==> config.mk <==
export PLATFORM = sky130hd
export DESIGN_NAME = icache_fetch_responder
export DESIGN_NICKNAME = d
export VERILOG_FILES = /design/src/rtl/icache_fetch_responder.sv
export SDC_FILE = /design/constraint.sdc
export NUM_CORES = 1
export LEC_CHECK = 0
export CORE_ASPECT_RATIO = 0.5
export CORE_MARGIN = 4
export CORE_UTILIZATION = 54
export DETAILED_ROUTE_END_ITERATION = 16
export GPL_ROUTABILITY_DRIVEN = 0
export PLACE_DENSITY = 0.75
export RECOVER_POWER = 50
export SLEW_MARGIN = 20
export SYNTH_ARGS = -nofsm -noshare
export SYNTH_HDL_FRONTEND = slang
export SYNTH_SLANG_ARGS = --single-unit
==> constraint.sdc <==
create_clock -name CLK -period 9.75 [get_ports CLK]
set_clock_uncertainty 0.1 [all_clocks]
set_input_delay 1.95 -clock CLK [delete_from_list [all_inputs] [get_ports CLK]]
set_output_delay 1.95 -clock CLK [all_outputs]
set_load 0.02 [all_outputs]
==> src/rtl/icache_fetch_responder.sv <==
// Direct-mapped, read-only instruction cache between the CPU fetch port and a
// slow block-transfer instruction memory. Hits return combinationally; misses stall via BUSYWAIT.
module icache_fetch_responder #(
    parameter int NUM_BLOCKS      = 8,
    parameter int WORDS_PER_BLOCK = 4,
    parameter int MEM_ADDR_BITS   = 10,
    localparam int IDX_W   = $clog2(NUM_BLOCKS),
    localparam int OFF_W   = $clog2(WORDS_PER_BLOCK),
    localparam int BLK_LSB = OFF_W + 2,
    localparam int BLK_W   = MEM_ADDR_BITS - BLK_LSB,
    localparam int TAG_W   = BLK_W - IDX_W,
    localparam int LINE_W  = 32 * WORDS_PER_BLOCK
) (
    input  logic              CLK,
    input  logic              RESET,
    input  logic [31:0]       ADDRESS,
    output logic [31:0]       INSTRUCTION,
    output logic              BUSYWAIT,
    output logic              MEM_READ,
    output logic [BLK_W-1:0]  MEM_ADDRESS,
    input  logic [LINE_W-1:0] MEM_READDATA,
    input  logic              MEM_BUSYWAIT
);

    localparam logic [1:0] IDLE  = 2'd0;
    localparam logic [1:0] FETCH = 2'd1;
    localparam logic [1:0] FILL  = 2'd2;

    logic [1:0]        state_q, state_d;
    logic [BLK_W-1:0]  miss_q, miss_d;
    logic [NUM_BLOCKS-1:0] valid_q;
    logic [TAG_W-1:0]  tag_q  [NUM_BLOCKS];
    logic [LINE_W-1:0] data_q [NUM_BLOCKS];
    logic [LINE_W-1:0] line_q;

    logic [OFF_W-1:0]  off;
    logic [IDX_W-1:0]  idx;
    logic [TAG_W-1:0]  tag;
    logic [IDX_W-1:0]  miss_idx;
    logic [TAG_W-1:0]  miss_tag;
    logic              hit;
    logic [LINE_W-1:0] rd_line;
    logic [31:0]       rd_words [WORDS_PER_BLOCK];

    // Upper address bits alias onto the low memory window; byte-lane bits are irrelevant.
    logic unused_addr;
    assign unused_addr = ^{ADDRESS[31:MEM_ADDR_BITS], ADDRESS[1:0]};

    assign off      = ADDRESS[BLK_LSB-1:2];
    assign idx      = ADDRESS[BLK_LSB+IDX_W-1:BLK_LSB];
    assign tag      = ADDRESS[MEM_ADDR_BITS-1:BLK_LSB+IDX_W];
    assign miss_idx = miss_q[IDX_W-1:0];
    assign miss_tag = miss_q[BLK_W-1:IDX_W];

    assign hit     = valid_q[idx] && (tag_q[idx] == tag);
    assign rd_line = data_q[idx];

    for (genvar g = 0; g < WORDS_PER_BLOCK; g++) begin : g_word
        assign rd_words[g] = rd_line[g*32 +: 32];
    end

    always_comb begin
        state_d = state_q;
        miss_d  = miss_q;
        case (state_q)
            IDLE: begin
                if (!hit) begin
                    miss_d  = ADDRESS[MEM_ADDR_BITS-1:BLK_LSB];
                    state_d = FETCH;
                end
            end
            FETCH:   if (!MEM_BUSYWAIT) state_d = FILL;
            FILL:    state_d = IDLE;
            default: state_d = IDLE;
        endcase
    end

    // Outputs are forced quiet while RESET is low, independent of the clock.
    always_comb begin
        INSTRUCTION = 32'h0;
        BUSYWAIT    = 1'b0;
        MEM_READ    = 1'b0;
        MEM_ADDRESS = '0;
        if (RESET) begin
            case (state_q)
                IDLE: begin
                    BUSYWAIT = ~hit;
                    if (hit) INSTRUCTION = rd_words[off];
                end
                FETCH: begin
                    BUSYWAIT    = 1'b1;
                    MEM_READ    = 1'b1;
                    MEM_ADDRESS = miss_q;
                end
                FILL:    BUSYWAIT = 1'b1;
                default: BUSYWAIT = 1'b0;
            endcase
        end
    end

    always_ff @(posedge CLK or negedge RESET) begin
        if (!RESET) begin
            state_q <= IDLE;
            miss_q  <= '0;
            valid_q <= '0;
        end else begin
            state_q <= state_d;
            miss_q  <= miss_d;
            if (state_q == FILL) valid_q[miss_idx] <= 1'b1;
        end
    end

    // Tag/data storage is not reset; valid bits alone qualify it.
    always_ff @(posedge CLK) begin
        if (state_q == FETCH && !MEM_BUSYWAIT) line_q <= MEM_READDATA;
        if (state_q == FILL) begin
            tag_q[miss_idx]  <= miss_tag;
            data_q[miss_idx] <= line_q;
        end
    end

endmodule

Word level (Yosys, flattened, before mapping)
Memories as Yosys holds them, arrays and structs flattened.
Index checks and enable logic that the tools add are counted.
{"block": "word_totals", "mem_bits_rw": 1048, "in_bits": 163, "n_memories": 2, "reg_bits": 144, "out_inout_bits": 40, "elab_cells": 47}
{"name": "data_q", "depth": 8, "word_bits": 128, "read_ports": 1, "rd_clocked_by_memory_dff": 0, "write_ports": 1, "line": "33", "text": "logic [LINE_W-1:0] data_q [NUM_BLOCKS];"}
{"name": "tag_q", "depth": 8, "word_bits": 3, "read_ports": 1, "rd_clocked_by_memory_dff": 0, "write_ports": 1, "line": "32", "text": "logic [TAG_W-1:0] tag_q [NUM_BLOCKS];"}
{"block": "op_classes", "n_eq_ne": 5, "n_reduce_logical": 8, "magnitude_cmp": 4, "n_bitwise": 3, "mux": 21}
{"operator": "$mux 32", "n": 5}
{"operator": "$bmux 32 s2", "n": 1}
{"operator": "$mux 6", "n": 2}
{"operator": "$lt 3x4->1 const B", "n": 2}
{"operator": "$or 8x8->8", "n": 1}
{"operator": "$mux 1", "n": 7}
{"operator": "$mux 2", "n": 2}
{"operator": "$ne 2x2->1 const B", "n": 2}
{"operator": "$pmux 2 s2", "n": 1}
{"operator": "$reduce_and 2->1", "n": 2}
{"operator": "$bmux 1 s3", "n": 1}
{"operator": "$demux 1 s3", "n": 1}
{"operator": "$eq 3x3->1", "n": 1}
{"operator": "$ge 3x1->1 const B", "n": 1}
{"operator": "$ge 3x3->1 const B", "n": 1}
{"operator": "$logic_and 1x1->1", "n": 3}
{"operator": "$not 2->3", "n": 1}
{"operator": "$eq 2x1->1 const B", "n": 1}
{"operator": "$eq 2x2->1 const B", "n": 1}
{"operator": "$logic_not 2->1", "n": 1}
{"operator": "$pmux 1 s2", "n": 1}
{"operator": "$reduce_or 2->1", "n": 1}
{"operator": "$logic_not 1->1", "n": 1}
{"operator": "$not 1->1", "n": 1}

Longest topological paths before layout
{"block": "depth", "ltp_word": 7, "depth_mapped": 9}

Worst setup path before layout
Ideal clock, no wire load.
{"block": "synth_timing", "kind": "register -> register", "start": "register state_q[0]", "end": "register valid_q[0]", "stages_incl_launch_ff": 6, "n_path_buf": 0, "arrival_time_ns": 10.497, "required_ns": 9.528, "path_slack_ns": -0.969, "setup_time_ns": 0.122, "path_cell_list": "dfrtp_1 -> inv_1 -> ha_1 -> nand2b_1 -> nor3_1 -> or2_2"}
{"block": "synth_via", "elab_chain_cells": 1}
{"item": "start: declaration", "line": "29", "text": "logic [1:0] state_q, state_d;"}
{"item": "start signal: assignment", "line": "107", "text": "state_q <= state_d;"}
{"item": "$eq 2x2->1", "line": "109", "text": "if (state_q == FILL) valid_q[miss_idx] <= 1'b1;"}
{"item": "end signal: assignment", "line": "105", "text": "valid_q <= '0;"}
{"item": "end signal: indexed assignment", "line": "109"}
{"item": "end: declaration", "line": "31", "text": "logic [NUM_BLOCKS-1:0] valid_q;"}
Every way passes these cells.
A chain may end at the register's enable or synchronous reset.

Worst setup path after layout
{"block": "layout_timing", "start": "input ADDRESS[4]", "end": "output INSTRUCTION[3]"}
{"block": "layout_via", "elab_chain_cells": 7, "word_cells_on_any_way": 12, "cone_classes": "eq/ne: 1; mux: 8; reduce/logical: 1; memory: 2"}
{"item": "start: declaration", "line": "16", "text": "input logic [31:0] ADDRESS,"}
{"item": "$mem_v2 8x128"}
{"item": "$bmux 32 s2", "line": "88", "text": "if (hit) INSTRUCTION = rd_words[off];"}
{"item": "$mux 32 (implied by the code) (2 in a row)", "line": "88"}
{"item": "$mux 32 *", "line": "88"}
{"item": "$mux 32 *", "line": "85", "text": "case (state_q)"}
{"item": "$mux 32 *", "line": "84", "text": "if (RESET) begin"}
{"item": "end: declaration", "line": "17", "text": "output logic [31:0] INSTRUCTION,"}
Every way passes the cells marked *; elsewhere a longest branch is shown, timed or not. The select of a mux whose other input is x is not followed.

==> results.md <==
* CP delay by family, top: buffers and inverters
* Worst EP required at 7700 ps
* Core area at 81660 µm²
* Top-area cell type share of the netlist area at 79.36%
* Reg power frac at 57.1%
* Clock slew at reported path FFs at 60 ps
* Post-synth EDFFs at 1176
* DRT iter0 DRCs at 2208
* Max-cap violation count at 1
* Post-route cell area at 50780 µm²
* Post-Synth XOR/XNOR Area at 0.07592%
* CP endpoint kind: output pin
* Final Hold Violating Endpoints at 0
* Pins Over Slew Limit at 36
* CP Capture Point: INSTRUCTION[3]
* Crit path kind: in -> out
* Area growth syn-to-layout at 14.13%
* Worst-Skew Late Latency at 680 ps
* Yosys reg bits at 1192
* Die W at 414.0 µm
* Tcrit/Tclk final at 82.01%
* CP max stage delay at 780 ps
* Pwr Density at 227.9 nW/µm²
* Asr flop ratio synth at 1.342%
* Post-Layout Cell Count at 3151
* Worst hold-check path type: reg -> reg
* Vias/cell at 6.102
* Row cnt at 74
* R2r setup slk at 5090 ps
* Initial DRT Pass Iterations at 5
* Post-Route WL at 90270 µm
* I/O pins at 203
* Max FO, Critical Path at 56
* Filler instances at 5261
* Wire per inst at 28.65 µm
* Yosys warns at 0
* Post-Synth Simple-Gate Area at 0.7958%
* Vias in the first global route at 20.44k
* Comb pwr share at 8.9%
* Crit-path cells: buf_8, buf_4, buf_4, mux4_2, mux4_2, mux2i_1, nor2_1, clkdlybuf4s50_1
* Pint at 8.901 mW
* First-pass GRT wire length at 135100 µm
* Worst rel slew slack at -86.18%
* Die Ht at 211.0 µm
* Synth cell count leaders: edfxtp_1, mux4_2, mux2i_1
* Critical path depth in cells at 8
* Net Count, Synth at 1912
* Cell taking the most area after synthesis: edfxtp_1
* DP HPWL at 43060 µm
* Yosys cell types at 28
* Post-Syn Instances at 1743
* Main combinational cell family by area after synthesis: multiplexers
* Status: finished, violations left
* Max IR drop VDD at 0.1726 mV
* Clock sink count at 1192
* Clk network pwr share at 33.9%
* DP Area at 47630 µm²
* Post-Syn Area per Cell at 25.53 µm²
* Mux share of post-synthesis cell area at 17.62%
* Final-stage net count at 2137
* Post-Synth Adder-Cell Area at 0.1687%
* Tmin final at 7996 ps
* Total gr overflow at 0
* Root Driver: clkbuf_16
* H-tree level count at 3
* Antenna violations before repair at 3
* Reg2reg path depth at 6
* Post-CTS Setup Inserts at 0
* Hold buffer count at cts at 0
* # setup viols final at 0
* CTS tree: yes
* CP startpoint kind: input pin
* Synth area leaders: edfxtp_1, mux4_2, mux2i_1
* RSZ-0062 raised after global routing: false
* Sw Ratio at 23.11%
* Static Leak at 15.85 nW
* R2r endpoint: data_q[2][33]$_DFFE_PP_
* GRT Total Usage at 21.10%
* Vias at 19.23k
* Compound-gate portion of the synthesized area at 0.1069%
* Setup TNS at 0 ps
* Drt drc at 0
* Placed cells at 2969
* Num CTS Buffers at 99
* Post-route ant nets at 0
* Maximum clock path buffer count at 3
* Failing checks: capacitance limit, slew limit
* Buffer and inverter count on the worst path at 4
* Fraction of layout cells with a size suffix above 1 at 25.40%
* Die area at 87340 µm²
* Slowest cell on the critical path: buf_4
* Arrival time worst endpoint at 5950 ps
* Largest net degree at the start of global routing at 154
* Synthesized area at 44500 µm²
* Switch Pwr at 2.676 mW
* Worst r2r src: state_q[0]$_DFFE_PN0P_
* Most instantiated library cell after synthesis: edfxtp_1
* I/O Buffers at 178
* Worst slew pin tran at 2793 ps
* Max Fclk at 125.1 MHz
* Critical Path Start: ADDRESS[4]
* Primary FF master, synth: edfxtp_1
* Initial core utilization at 54.49%
* Seq/Total Area, Yosys at 80.26%
* Post-cts repair resize count at 0
## placed cells by master, fill, tap and decap left out, types with 5 or more instances in the layout
| cell | synthesis | routed |
|---|---|---|
| edfxtp_1 | 1176 | 1176 |
| mux4_2 | 325 | 325 |
| dlygate4sd3_1 | 0 | 129 |
| clkbuf_16 | 0 | 103 |
| mux2i_1 | 44 | 44 |
| clkdlybuf4s50_1 | 0 | 44 |
| nor2_1 | 38 | 32 |
| clkbuf_1 | 30 | 25 |
| buf_4 | 4 | 21 |
| clkinv_1 | 0 | 20 |
| clkinv_2 | 0 | 17 |
| dfrtp_1 | 16 | 16 |
| or2_2 | 8 | 8 |
| bufinv_16 | 0 | 8 |
| buf_12 | 0 | 8 |
| mux2_2 | 7 | 7 |
| and3_1 | 6 | 6 |
| nand2_1 | 6 | 6 |
| nor2_4 | 0 | 6 |
| ha_1 | 6 | 6 |
| nand3_1 | 5 | 5 |
## worst min-delay path by stage
stage	start	to	cells past startpoint
2_1_floorplan	valid_q[4]$_DFFE_PN0P_	valid_q[4]$_DFFE_PN0P_	1
3_3_place_gp	valid_q[4]$_DFFE_PN0P_	valid_q[4]$_DFFE_PN0P_	1
3_5_place_dp	valid_q[6]$_DFFE_PN0P_	valid_q[6]$_DFFE_PN0P_	1
4_1_cts	valid_q[6]$_DFFE_PN0P_	valid_q[6]$_DFFE_PN0P_	1
5_1_grt	valid_q[2]$_DFFE_PN0P_	valid_q[2]$_DFFE_PN0P_	1
6_report	valid_q[6]$_DFFE_PN0P_	valid_q[6]$_DFFE_PN0P_	1
## layout make-up
type	instances	area (µm²)	share of cell area (%)
Timing Repair Buffer	207	2092	4.119
Antenna cell	2	5.005	0.009855
Sequential cell	1192	35710	70.33
Clock buffer	126	2664	5.245
Inverter	4	15.01	0.02957
Multi-Input combinational cell	464	8414	16.57
Tap cell	1102	1379	2.715
Clock inverter	54	500.5	0.9855
## through the flow
stage | utilization (%) | power (mW) | hold WS [ps] | setup slack [ps]
after floorplan | - | 7.339 | 333.7 | 1385
after global placement | 58.30 | 7.704 | 345.8 | 1607
after detailed placement | 58.33 | 7.772 | 351.7 | 1592
after CTS | 62.20 | 11.68 | 368.1 | 1606
after global routing | 62.19 | 11.99 | 384.2 | 1368
final | 62.19 | 11.58 | 369.3 | 1754
## state kept, by name (all words and copies together), names as in the netlist
signal / count
data_q: 1024
line_q: 128
tag_q: 24
valid_q: 8
miss_q: 6
state_q: 2
## layer usage
metal / vias to the layer above / global-route usage, % / wire length [µm]
met4: 0 / 6.842 / 2662
met1: 10340 / 29.90 / 35950
li1: 7948 / - / -
met2: 799 / 34.52 / 46130
met5: - / 0 / 0
met3: 145 / 3.281 / 5531
## cell families after synthesis
logic type	count (synthesis)
compound gates	4
xor+xnor	3
fa+ha+maj	6
buf+inv	87
flops	1192
mux	376
simple gates	75
## power by group through the flow
stage | Combinational (mW) | Clock (mW) | Sequential [mW]
after floorplan | 0.648 | 0 | 6.69
after global placement | 1.04 | 0 | 6.66
after detailed placement | 1.06 | 0 | 6.71
after CTS | 1.07 | 3.99 | 6.62
after global routing | 1.10 | 4.22 | 6.67
final | 1.04 | 3.93 | 6.62
(Power assumes the default switching activity.)
